### src/rtl/scroll_display_ctrl.sv
// Refresh sequencer for a 4-digit multiplexed 7-segment display, with a scroll offset
// into the stored message that only moves at frame boundaries.
module scroll_display_ctrl #(
    parameter int unsigned MSG_LEN     = 16,
    parameter int unsigned REFRESH_DIV = 1250,
    parameter int unsigned BLANK_CYC   = 4,
    parameter int unsigned SCROLL_DIV  = 1250000
) (
    input  logic       clk,
    input  logic       reset,
    input  logic       auto_en,
    input  logic       step,
    output logic [3:0] mem_addr,
    input  logic [3:0] mem_data,
    output logic [3:0] an,
    output logic [3:0] char,
    output logic [3:0] offset
);

    localparam int unsigned SLOT_W = (REFRESH_DIV > 1) ? $clog2(REFRESH_DIV) : 1;
    localparam int unsigned TICK_W = (SCROLL_DIV > 1) ? $clog2(SCROLL_DIV) : 1;

    localparam logic [SLOT_W-1:0] SLOT_LAST  = SLOT_W'(REFRESH_DIV - 1);
    localparam logic [SLOT_W-1:0] BLANK_LAST = SLOT_W'(BLANK_CYC - 1);
    localparam logic [TICK_W-1:0] TICK_LAST  = TICK_W'(SCROLL_DIV - 1);
    localparam logic [4:0]        LEN        = 5'(MSG_LEN);
    localparam logic [3:0]        OFF_LAST   = 4'(MSG_LEN - 1);

    typedef enum logic [1:0] {
        FETCH = 2'd0,
        LATCH = 2'd1,
        BLANK = 2'd2,
        SHOW  = 2'd3
    } state_t;

    state_t              state_q, state_d;
    logic [SLOT_W-1:0]   slot_q, slot_d;
    logic [1:0]          digit_q, digit_d;
    logic [TICK_W-1:0]   tick_q, tick_d;
    logic                pending_q, pending_d;
    logic [3:0]          offset_d;
    logic [3:0]          mem_addr_d;
    logic [3:0]          an_d;
    logic [3:0]          char_d;
    logic                last_slot;
    logic                frame_end;
    logic                tick_c;
    logic                scroll_evt;

    // Single compare-subtract reduction of offset+k into 0..MSG_LEN-1.
    function automatic logic [3:0] wrap_addr(input logic [3:0] off, input logic [1:0] k);
        logic [4:0] sum;
        sum = {1'b0, off} + {3'b000, k};
        if (sum >= LEN) begin
            sum = sum - LEN;
        end
        return sum[3:0];
    endfunction

    always_ff @(posedge clk or posedge reset) begin
        if (reset) begin
            state_q   <= FETCH;
            slot_q    <= '0;
            digit_q   <= 2'd3;
            tick_q    <= '0;
            pending_q <= 1'b0;
            offset    <= 4'd0;
            mem_addr  <= 4'd0;
            an        <= 4'hF;
            char      <= 4'd0;
        end else begin
            state_q   <= state_d;
            slot_q    <= slot_d;
            digit_q   <= digit_d;
            tick_q    <= tick_d;
            pending_q <= pending_d;
            offset    <= offset_d;
            mem_addr  <= mem_addr_d;
            an        <= an_d;
            char      <= char_d;
        end
    end

    always_comb begin
        state_d    = state_q;
        slot_d     = slot_q + SLOT_W'(1);
        digit_d    = digit_q;
        tick_d     = tick_q;
        tick_c     = 1'b0;
        pending_d  = pending_q;
        offset_d   = offset;
        mem_addr_d = mem_addr;
        an_d       = 4'hF;
        char_d     = char;

        last_slot  = (slot_q == SLOT_LAST);
        frame_end  = last_slot && (digit_q == 2'd0);

        // Auto-scroll tick generator, parked at zero while disabled.
        if (!auto_en) begin
            tick_d = '0;
        end else if (tick_q == TICK_LAST) begin
            tick_d = '0;
            tick_c = 1'b1;
        end else begin
            tick_d = tick_q + TICK_W'(1);
        end

        scroll_evt = step | tick_c;

        // Offset only moves on the frame boundary, so a frame shows one window.
        if (frame_end) begin
            if (pending_q || scroll_evt) begin
                offset_d = (offset == OFF_LAST) ? 4'd0 : offset + 4'd1;
            end
            pending_d = 1'b0;
        end else if (scroll_evt) begin
            pending_d = 1'b1;
        end

        if (last_slot) begin
            slot_d  = '0;
            digit_d = digit_q - 2'd1;
        end

        case (state_q)
            FETCH:   state_d = LATCH;
            LATCH:   state_d = (BLANK_CYC > 2) ? BLANK : SHOW;
            BLANK:   if (slot_q == BLANK_LAST) state_d = SHOW;
            SHOW:    if (last_slot) state_d = FETCH;
            default: state_d = FETCH;
        endcase

        // Address for the next slot uses the post-boundary offset.
        if (last_slot) begin
            mem_addr_d = wrap_addr(offset_d, ~digit_d);
        end

        if (state_q == LATCH) begin
            char_d = mem_data;
        end

        if (state_d == SHOW) begin
            an_d = ~(4'b0001 << digit_d);
        end
    end

endmodule

### config.mk
export PLATFORM = sky130hd
export DESIGN_NAME = scroll_display_ctrl
export DESIGN_NICKNAME = d
export VERILOG_FILES = /design/src/rtl/scroll_display_ctrl.sv
export SDC_FILE = /design/constraint.sdc
export NUM_CORES = 1
export LEC_CHECK = 0
export ABC_AREA = 1
export CAP_MARGIN = 20
export CORE_MARGIN = 8
export CORE_UTILIZATION = 60
export CTS_BUF_LIST = sky130_fd_sc_hd__clkbuf_8
export CTS_CLUSTER_SIZE = 14
export DETAILED_ROUTE_END_ITERATION = 6
export GPL_TIMING_DRIVEN = 0
export PLACE_DENSITY = 0.85
export SETUP_SLACK_MARGIN = 0.2
export SYNTH_ARGS = -nofsm -noshare
export SYNTH_HDL_FRONTEND = slang
export SYNTH_SLANG_ARGS = --single-unit
### constraint.sdc
create_clock -name clk -period 3.35 [get_ports clk]
set_input_delay 0.67 -clock clk [delete_from_list [all_inputs] [get_ports clk]]
set_output_delay 0.67 -clock clk [all_outputs]
set_load 0.05 [all_outputs]
# Word level (Yosys, flattened, before mapping)
# Cells that the tools add are included.
dict set report op_classes {
  n_reduce_logical 5
  order_cmp 1
  mux 16
  bitwise 3
  eq_ne 8
  n_shift 1
  n_mul 0
  div_mod_pow 0
  add_sub_neg 6
}
# operator count
set op_table {}
lappend op_table {{$mux W21} 2}
lappend op_table {{$add A21 B1 Y21 const B} 1}
lappend op_table {{$eq A21 B21 Y1 const B} 1}
lappend op_table {{$mux W4} 5}
lappend op_table {{$add A11 B1 Y11 const B} 1}
lappend op_table {{$eq A11 B11 Y1 const B} 1}
lappend op_table {{$eq A11 B2 Y1 const B} 1}
lappend op_table {{$mux W11} 1}
lappend op_table {{$pmux W2 S4} 1}
lappend op_table {{$eq A2 B2 Y1 const B} 3}
lappend op_table {{$mux W2} 3}
lappend op_table {{$add A4 B2 Y5} 1}
lappend op_table {{$ge A5 B5 Y1 const B} 1}
lappend op_table {{$add A4 B1 Y4 const B} 1}
lappend op_table {{$eq A4 B4 Y1 const B} 1}
lappend op_table {{$logic_not A2 Y1} 2}
lappend op_table {{$mux W1} 4}
lappend op_table {{$not A4 Y4} 1}
lappend op_table {{$shl A1 B2 Y4 const A} 1}
lappend op_table {{$sub A4 B1 Y4 const B} 1}
lappend op_table {{$eq A2 B1 Y1 const B} 1}
lappend op_table {{$not A2 Y2} 1}
lappend op_table {{$reduce_bool A2 Y1} 1}
lappend op_table {{$sub A2 B1 Y2 const B} 1}
lappend op_table {{3 further kinds} 3}
dict set report word_totals {
  register_bits 53
  mem_bits_rw 0
  elab_cells 49
  romBits 0
  latchBits 0
  memories 0
}

# Depth between registers and ports, before layout
dict set report logic_depth {
  depth_word 10
  ltp_mapped 18
}

# Least setup slack after synthesis
# OpenSTA, ideal clock, no wires.
dict set report synth_timing {
  path_type {reg2reg}
  from {register slot_q[1]}
  to {register mem_addr[2]}
  setup_time_ns 0.118
  path_stages_with_launch 19
  path_slack_ns 0.937
  arrival_ns 2.295
  period_less_slack_ns 2.413
  path_buffers 1
  cell_sequence {dfrtp_1 > inv_1 > ha_1 > nand2_1 > nor2_4 > nand2_2 > nor2_4 > buf_8 > nand2_4 > inv_2 > nand2_2 > mux2_4 > inv_2 > ha_1 > fa_1 > inv_1 > nand2_1 > nand3_2 > nand2_1}
}
dict set report synth_between {
  elab_chain_cells 6
  elab_cells_between_ends 9
  classes_between {add/sub: 2; order compare: 1; eq/ne: 1; mux: 3; bitwise: 1; reduce/logical: 1}
}
# item line
set synth_lines {}
lappend synth_lines {{start, declared} 37} ;# logic [SLOT_W-1:0] slot_q, slot_d;
lappend synth_lines {{start signal, assigned} 73} ;# slot_q <= slot_d;
lappend synth_lines {{$eq A11 B11 Y1 *} 96} ;# last_slot = (slot_q == SLOT_LAST);
lappend synth_lines {{$logic_and A1 B1 Y1 *} 97} ;# frame_end = last_slot && (digit_q == 2'd0);
lappend synth_lines {{$mux W4 *} 112} ;# if (frame_end) begin
lappend synth_lines {{via offset_d[0]} 41} ;# logic [3:0] offset_d;
lappend synth_lines {{$add A4 B2 Y5 *} 53} ;# sum = {1'b0, off} + {3'b000, k};
lappend synth_lines {{$sub A4 B1 Y4 or $ge A5 B5 Y1 (tied branches)} {55, 54}}
lappend synth_lines {{$mux W4 *} 54} ;# if (sum >= LEN) begin
lappend synth_lines {{end signal, assigned} 78} ;# mem_addr <= mem_addr_d;
lappend synth_lines {{end, declared} 13} ;# output logic [3:0] mem_addr,
# The timed path passes the listed nets; every way through them passes the cells marked *.
# A chain may end at the register's enable or synchronous reset.

# Final worst setup path
dict set report layout_timing {
  from {register tick_q[0]}
  to {register mem_addr[3]}
}
dict set report layout_between {
  elab_chain_cells 10
  elab_cells_between_ends 11
  classes_between {add/sub: 2; order compare: 1; eq/ne: 1; mux: 5; bitwise: 1; reduce/logical: 1}
}
# item line
set layout_lines {}
lappend layout_lines {{start, declared} 39} ;# logic [TICK_W-1:0] tick_q, tick_d;
lappend layout_lines {{start signal, assigned} 75} ;# tick_q <= tick_d;
lappend layout_lines {{$eq A21 B21 Y1 *} 102} ;# end else if (tick_q == TICK_LAST) begin
lappend layout_lines {{$mux W1 *} 102}
lappend layout_lines {{$mux W1 *} 100} ;# if (!auto_en) begin
lappend layout_lines {{$or A1 B1 Y1 *} 109} ;# scroll_evt = step | tick_c;
lappend layout_lines {{$logic_or A1 B1 Y1 *} 113} ;# if (pending_q || scroll_evt) begin
lappend layout_lines {{$mux W4 *} 113}
lappend layout_lines {{$mux W4 *} 112}
lappend layout_lines {{via offset_d[1]} 41}
lappend layout_lines {{$add A4 B2 Y5 *} 53}
lappend layout_lines {{$sub A4 B1 Y4 or $ge A5 B5 Y1 (tied branches)} {55, 54}}
lappend layout_lines {{$mux W4 *} 54}
# Marks and branches as above.

==> results.txt <==
Of all flip-flops after synthesis, the portion carrying an async set or reset was 1.00. The post-synthesis average cell area is 8.71 sq um. The final estimated routing congestion in global placement is 0.826. The power share of the combinational group came out at 0.050. The area of the die came out at 0.00704 sq mm. The number of warnings printed during yosys synthesis is 0. The sort of element at the end of the critical path is a flip-flop.

In the post-synthesis netlist, the biggest area contributors are sky130_fd_sc_hd__dfrtp_1 (42%), sky130_fd_sc_hd__nand2_1 (7.5%), sky130_fd_sc_hd__inv_1 (6.1%). The total count of max-transition violations in the final report is 0. The number of buffers inserted by hold repair at cts came out at 0. The count of nets left with antenna violations after detail routing came out at 0. The part of the Yosys area used for sequential elements is 0.482. The clock tree skew after final layout came out at 0.00620 ns.

The clock tree synthesis step divided the H-tree into 2 levels. The number of global-route vias before repair is 2135. After layout, the design draws a total of 1.05 mW. The initial cell density of the core came out at 0.627.

The critical path in this run is classified as reg2reg. The number of buffers created by CTS is 5. The switching component of the power came out at 0.239 mW. The number of antenna violations at the first check in global routing is 0. The final period demand of the worst path came out at 2.79 ns. By instance count, the leading cell after synthesis is sky130_fd_sc_hd__nand2_1. Entering global routing, the biggest net connects 40 pins. The die is 83.9 um tall.

The actual slew at the worst max-slew pin came out at 0.509 ns. The routed wire length is 5310 um. Setup violations remaining at the end of the flow were counted as 0. The number of synthesized register bits came out at 53. In this run the tool buffered the top-level ports with 23 buffer cells.

The CTS tree is done. For the worst-skew pair, the clock arrives at the later sink with an insertion delay of 0.30 ns. The path class of the tightest hold or removal check is reg2reg. The post-route fraction of the period consumed by the critical path is 0.832.

The count of routing violations after the opening detailed-route iteration came out at 61. The floorplan has 24 rows. The flow ran to the end, and the final reports show no timing, DRC or antenna violations. For the worst setup path, the data required time is 3.55 ns. The area occupied by registers came out at 0.00133 sq mm. The total met2 wirelength after detailed routing is 2650 um. The half-perimeter wire length after placement is 4070 um.

The number of DRC violations after detailed routing is 0. The total grt overflow is 0. The placeable core area came out at 0.00441 sq mm. The global-route wire length before repair came out at 9520 um. The post-synthesis net count is 334. The share of total power dissipated in the clock network is 0.329.

The total count of hold-check failures in the final report is 0. The prevailing post-synth register cell is sky130_fd_sc_hd__dfrtp_1. The relative area change from synthesis to final layout is 14.4%. The number of flops mapped to enable cells by yosys is 0. The maximum clock insertion buffer count is 2. By count the netlist is led by sky130_fd_sc_hd__nand2_1 (55), sky130_fd_sc_hd__dfrtp_1 (47), sky130_fd_sc_hd__inv_1 (45). The clock input transition at the sequential cells of the worst setup and hold paths is 0.09 ns. The internal portion of the total power is 0.807 mW.

The clock net in this run drives a total of 53 sinks. The sequential cell fraction of total power came out at 0.621. The peak supply drop is 247 uV. The detailed-router iteration count before antenna repair is 4. The power density normalized to cell area came out at 330 mW/mm^2.

The buffer count from post-CTS setup fixing came out at 0. The detailed router placed 2146 vias in this run. The count of boundary I/O pins is 24.

The leakage power summed over all cells is 1.48 nW. The per-cell routed wire length is 13.2 um. In this run the clock root is driven by a sky130_fd_sc_hd__clkbuf_8. Of the total power, the share spent switching nets is 0.228. The count of nets after finishing is 365. The quantity of gates resized following cts is 0.

After detailed routing, no signal wire sits above met4. The antenna diode count is 0. The share of the synthesized area in the top cell type came out at 0.425.

The data arrival time of the worst path came out at 2.99 ns. The detailed router put a total of 2330 um of wire on met1. The count of filler cells inserted in the layout is 337. Of all cell types, the one taking the most synthesized area is sky130_fd_sc_hd__dfrtp_1. Measured along the x axis, the die boundary spans 83.9 um.

The synthesized instance count came out at 318. Setup repair after global routing left no endpoint under its margin. For the final routed database, the setup TNS stands at 0 ns.

Using the TritonRoute via totals, the vias-per-cell ratio works out to 5.34. The total area of multi-input combinational cells came out at 0.00121 sq mm. In the global route stage, overall resource usage came out at 0.163. The synthesized area is 0.00277 sq mm.

The reported max-cap violation count is 0. The largest fanout on the critical path is 6. The count of different cell masters after synthesis is 40. The remaining max-slew budget at the tightest pin came out at 0.660. The maximum clock frequency is 0.359 GHz. Detailed routing placed a total of 243 um of wire on met3. The fraction of final layout cells sized beyond drive strength 1 came out at 0.177.

STA classifies the critical path startpoint as a flip-flop.
-- metrics by stage --
step	cell area [sq um]	hold slack (ns)	worst slack (ns)	instances	utilization
floorplan	2770	0.477	0.937	318	-
global placement	3060	0.463	0.446	393	0.694
detailed placement	3080	0.468	0.369	394	0.699
CTS	3170	0.495	0.554	402	0.717
global route	3170	0.524	0.358	402	0.717
finish	3170	0.486	0.564	402	0.717
-- kinds of logic (layout without fill, tap and decap cells) --
family / after synthesis / after routing / share of synthesized area
adders and majority gates: 8 / 8 / 0.0389
buffers and inverters: 57 / 89 / 0.0822
AOI/OAI and AO/OA: 32 / 32 / 0.0637
muxes: 5 / 5 / 0.0217
xor gates and xnor gates: 8 / 8 / 0.0280
and+or+nand+nor: 155 / 155 / 0.284
DFF: 53 / 53 / 0.482
-- worst paths after layout --
| kind | startpoint | to | slack [ns] | cells past startpoint |
|---|---|---|---|---|
| max | tick_q[0]$_DFF_PP0_ | mem_addr[3]$_DFFE_PP0N_ | 0.56 | 13 |
| min | mem_addr[0]$_DFFE_PP0N_ | mem_addr[0]$_DFFE_PP0N_ | 0.49 | 2 |
| max reg2reg | tick_q[0]$_DFF_PP0_ | mem_addr[3]$_DFFE_PP0N_ | 0.56 | 13 |
| min reg2reg | mem_addr[0]$_DFFE_PP0N_ | mem_addr[0]$_DFFE_PP0N_ | 0.49 | 2 |
| max in group asynchronous | reset | digit_q[0]$_DFF_PP1_ | 2.15 | 3 |
| min in group asynchronous | reset | char[1]$_DFFE_PP0N_ | 0.64 | 2 |
-- layout by cell type, fill, tap and decap left out, types with 2 or more instances in the layout --
master,count
sky130_fd_sc_hd__nand2_1,55
sky130_fd_sc_hd__dfrtp_1,47
sky130_fd_sc_hd__inv_1,45
sky130_fd_sc_hd__nor2_1,40
sky130_fd_sc_hd__clkdlybuf4s50_1,23
sky130_fd_sc_hd__a21oi_1,18
sky130_fd_sc_hd__nand3_1,15
sky130_fd_sc_hd__nand2_2,10
sky130_fd_sc_hd__o21ai_0,9
sky130_fd_sc_hd__inv_2,8
sky130_fd_sc_hd__xor2_1,7
sky130_fd_sc_hd__ha_1,7
sky130_fd_sc_hd__nand4_1,6
sky130_fd_sc_hd__nor2_2,6
sky130_fd_sc_hd__dfstp_2,6
sky130_fd_sc_hd__nor2_4,5
sky130_fd_sc_hd__clkbuf_8,5
sky130_fd_sc_hd__nor3_1,4
sky130_fd_sc_hd__mux2_2,4
sky130_fd_sc_hd__clkinv_2,3
sky130_fd_sc_hd__nand2_4,2
sky130_fd_sc_hd__o31ai_1,2
sky130_fd_sc_hd__nand3_2,2
sky130_fd_sc_hd__nor3b_1,2
-- metal layers --
layer	vias to the layer above	GRT usage
li1	1059	-
met1	1038	0.187
met2	41	0.272
met3	8	0.0469
met4	0	0.0754
met5	-	0
-- power groups by stage --
stage	clock, mW	combinational [mW]	sequential (mW)
3_3_place_gp	0	0.0499	0.661
4_1_cts	0.356	0.0538	0.650
3_5_place_dp	0	0.0538	0.662
5_1_grt	0.382	0.0585	0.651
6_report	0.344	0.0524	0.649
2_1_floorplan	0	0.0219	0.670
-- critical path: stages (launching register included) --
cell and delay [ns]:
sky130_fd_sc_hd__dfrtp_1 0.47, sky130_fd_sc_hd__ha_1 0.24, sky130_fd_sc_hd__nand3_1 0.13, sky130_fd_sc_hd__nor2_1 0.16, sky130_fd_sc_hd__nand4_1 0.20, sky130_fd_sc_hd__nand2_4 0.14, sky130_fd_sc_hd__nand2_2 0.08, sky130_fd_sc_hd__a21oi_1 0.37
sky130_fd_sc_hd__ha_1 0.31, sky130_fd_sc_hd__a21oi_1 0.25, sky130_fd_sc_hd__nand3b_1 0.15, sky130_fd_sc_hd__nand2_1 0.05, sky130_fd_sc_hd__nand3_1 0.07, sky130_fd_sc_hd__nand2_1 0.05
-- flip-flops by register name, summed over array words and instances, names as in the netlist --
register   count
an             4
char           4
digit_q        2
mem_addr       4
offset         4
pending_q      1
slot_q        11
state_q        2
tick_q        21
-- area by class of cell --
cell class,instances,share of cell area
Sequential cell,53,0.421
Multi-Input combinational cell,208,0.381
Timing Repair Buffer,24,0.0790
Inverter,54,0.0644
Clock buffer,5,0.0217
Tap cell,52,0.0205
Buffer,3,0.00751
Clock inverter,3,0.00435
No activity file was read; power rests on OpenSTA's default activity.
